`src/rtl/ptb_pkg.sv`:
```
// ============================================================================
// ptb_pkg : shared constants, state encoding and LFSR helper for the PTB path
// Revision: 1.0
// ============================================================================
`default_nettype none

package ptb_pkg;

  localparam logic [42:0] PTB_SEED = 43'h1ABCDE12345;

  localparam int TAP_A = 42;
  localparam int TAP_B = 41;
  localparam int TAP_C = 37;
  localparam int TAP_D = 36;

  localparam int PAR_HI = 27;
  localparam int PAR_LO = 21;

  typedef enum logic [1:0] {
    ST_WAIT  = 2'd0,
    ST_CHECK = 2'd1,
    ST_FAIL  = 2'd2
  } ptb_state_e;

  function automatic logic lfsr_fb(input logic [42:0] s);
    return ~(s[TAP_A] ^ s[TAP_B] ^ s[TAP_C] ^ s[TAP_D]);
  endfunction

endpackage

`default_nettype wire

```
`src/rtl/ptb_lfsr_ref.sv`:
```
// ============================================================================
// ptb_lfsr_ref : 43-bit PTB LFSR with registered parity output bit
// Revision: 1.0
// ============================================================================
`default_nettype none

module ptb_lfsr_ref
  import ptb_pkg::*;
#(
  parameter logic [42:0] SEED = PTB_SEED
) (
  input  logic clk,
  input  logic rst_n,
  output logic exp_bit_o
);

  logic [42:0] state_q;
  logic        exp_bit_q;

  // Free-running: advances every cycle so it stays aligned with the generator.
  always_ff @(posedge clk or negedge rst_n) begin
    if (!rst_n) begin
      state_q   <= SEED;
      exp_bit_q <= 1'b0;
    end else begin
      state_q   <= {state_q[41:0], lfsr_fb(state_q)};
      exp_bit_q <= ^state_q[PAR_HI:PAR_LO];
    end
  end

  assign exp_bit_o = exp_bit_q;

endmodule

`default_nettype wire

```
`config.mk`:
```
export PLATFORM = sky130hd
export DESIGN_NAME = ptb_lfsr_ref
export DESIGN_NICKNAME = d
export VERILOG_FILES = /design/src/rtl/ptb_pkg.sv /design/src/rtl/ptb_lfsr_ref.sv
export SDC_FILE = /design/constraint.sdc
export NUM_CORES = 1
export LEC_CHECK = 0
export CAP_MARGIN = 10
export CORE_ASPECT_RATIO = 1.5
export CORE_UTILIZATION = 56
export DETAILED_ROUTE_END_ITERATION = 8
export PLACE_DENSITY = 0.8
export SLEW_MARGIN = 20
export SYNTH_ARGS = -nofsm -noshare
export SYNTH_HDL_FRONTEND = slang
export SYNTH_SLANG_ARGS = --single-unit
```
`constraint.sdc`:
```
create_clock -name clk -period 1.55 [get_ports clk]
set_input_delay 0.2325 -clock clk [delete_from_list [all_inputs] [get_ports clk]]
set_output_delay 0.2325 -clock clk [all_outputs]
set_load 0.1 [all_outputs]
```
==> impl_metrics.env <==
export IMPL_timing_hold_ws_ns=0.356
export IMPL_die_area_um2=2370
export IMPL_cp_arrival_ns=1.46
export IMPL_cpPeakStageDelay_ns=0.54
export IMPL_synth_seq_cells=44
export IMPL_dp_cells=76
export IMPL_tightest_slew_ns=0.509
export IMPL_diodes=0
export IMPL_synth_warnings=0
export IMPL_fmax_mhz=807
export IMPL_fin_skew_ns=0.00552
export IMPL_period_needed_ns=1.24
export IMPL_clockRootBuffer="clkbuf_4"
export IMPL_die_w_um=40.1
export IMPL_finalMaxSlewViolations=0
export IMPL_rsz0062_at_grt="no"
export IMPL_setup_viol=0
export IMPL_dp_hpwl_um=717
export IMPL_drc=0
export IMPL_clkTransAtPathRegs_ns=0.11
export IMPL_drt_iter0_markers=19
export IMPL_worstPathMaxFanout=2
export IMPL_start_util=0.600
export IMPL_ios=3
export IMPL_rows=20
export IMPL_met3WireLength_um=64
export IMPL_cts_sinks=44
export IMPL_slew_headroom=0.660
export IMPL_h_tree_depth=2
export IMPL_cp_cell_sequence="xnor3_1, xnor3_1"
export IMPL_cp_slowest_cell="dfstp_2"
export IMPL_synth_area_leaders="dfrtp_1, dfstp_2, xnor3_1"
export IMPL_synth_area_leader_cell="dfrtp_1"
export IMPL_endpoint_kind="flip-flop"
export IMPL_syn_inst=51
export IMPL_grt_pass1_wl_um=2240
export IMPL_vias=391
export IMPL_die_h_um=59.1
export IMPL_power_total_w=0.00171
export IMPL_vias_per_cell=4.60
export IMPL_grtUsageTotal=0.162
export IMPL_antenna_found_initial=0
export IMPL_overflow=0
export IMPL_synth_edf_count=0
export IMPL_hold_path_class="reg -> reg"
export IMPL_outcome="completed"
export IMPL_synth_ff_type="dfrtp_1"
export IMPL_ir_worst_vdd_v=0.00111
export IMPL_instances_no_fill=85
export IMPL_criticalPathCategory="reg -> reg"
export IMPL_p_per_area_nw_per_um2=1270
export IMPL_ys_seq_area_frac=0.927
export IMPL_io_buffers=2
export IMPL_syn_area_um2=1220
export IMPL_cts_made_buffers=5
export IMPL_maxCapViolations=0
export IMPL_post_cts_buffers=0
export IMPL_synthTopCellsByCount="dfrtp_1, dfstp_2, xnor2_1"
export IMPL_drtAntennaViolNets=0
export IMPL_cts_tree="yes"
export IMPL_path_common_cell="xnor3_1"
export IMPL_drive_gt1_frac=0.476
export IMPL_leakagePower_nw=0.541
export IMPL_period_share=0.800
export IMPL_hold_viol=0
export IMPL_crit_buf_inv=0
export IMPL_tns_ns=0
export IMPL_highest_layer="met3"
export IMPL_syn_to_final_growth_pct=10.6
export IMPL_gp_congestion=0.648
export IMPL_synth_top_area_frac=0.473
export IMPL_cp_top_family="XOR/XNOR gates"
export IMPL_async_flop_share=1.00
export IMPL_synthMostInstantiatedCell="dfrtp_1"
export IMPL_syn_nets=53
export IMPL_drt_pass1_iter_count=2
export IMPL_met2_length_um=574
export IMPL_wl_met1_um=726
export IMPL_r2r_setup_slack_ns=0.31
export IMPL_grt_pass1_vias=436
export IMPL_syn_area_per_cell_um2=23.8
export IMPL_synth_cell_types=4
export IMPL_pre_cts_slack_ns=0.326
export IMPL_wirelength_um=1370
export IMPL_critPathRequiredTime_ns=1.77
export IMPL_crit_path_start_kind="flip-flop"
export IMPL_grt_max_degree=45
export IMPL_cts_buffer_depth=2
export IMPL_fp_coreArea_um2=2030
export IMPL_drt_wirelength_per_cell_um=16.1
export IMPL_clkLatencyLatePin_ns=0.34
export IMPL_fin_ws_ns=0.310
export IMPL_fin_nets=64
-- power by group --
part	internal [W]	total, W	switching (W)
logic	0.00000418	0.0000244	0.0000203
clock network	0.000224	0.000537	0.000313
registers	0.00115	0.00115	0
-- per-stage QoR --
step           instance area, um^2  utilization
5_1_grt                       1350        0.664
6_report                      1350        0.664
2_1_floorplan                 1220            -
4_1_cts                       1350        0.664
3_5_place_dp                  1280        0.630
3_3_place_gp                  1280        0.630
-- cell usage in the layout (no fill, tap or decap) --
master / count
xnor2_1: 5
buf_2: 1
clkbuf_4: 5
dfstp_2: 21
buf_4: 1
xnor3_1: 2
dlygate4sd3_1: 1
clkbuf_8: 1
buf_12: 1
clkbuf_1: 2
dfrtp_1: 23
-- per-layer routing --
metal / vias to the layer above / track usage
met3: 0 / 0.102
met4: 0 / 0.0887
met2: 7 / 0.168
li1: 177 / -
met5: - / 0
met1: 207 / 0.263
-- timing repair --
action / 4_1_cts / 5_1_grt
gates resized for setup: 0 / 0
endpoints found under the hold margin: 23 / 0
hold buffers: 1 / 0
-- state kept, by name, indices dropped and copies added, names as in the netlist --
| register | count |
|---|---|
| state_q | 43 |
| exp_bit_o | 1 |
-- cell type report --
cell class	instances	area, um^2
multi-input cells	7	88.8
well taps	22	27.5
clock buffers	8	58.8
repair buffers	4	42.5
fillers	116	682
flip-flops and latches	44	1130
-- final timing paths --
path / startpoint / end / depth (start not counted)
worst min-delay path: state_q[12] / state_q[13] / 0
min in group asynchronous: rst_n / state_q[20] / 3
max in group asynchronous: rst_n / state_q[40] / 3
worst max register to register: state_q[22] / exp_bit_o / 2
worst min register to register: state_q[12] / state_q[13] / 0
worst max-delay path: state_q[22] / exp_bit_o / 2
-- logic make-up after synthesis --
| logic type | count (synthesis) | synth area share |
|---|---|---|
| flops | 44 | 0.927 |
| xor+xnor | 7 | 0.0730 |
Power figures use the tool's default switching activity.
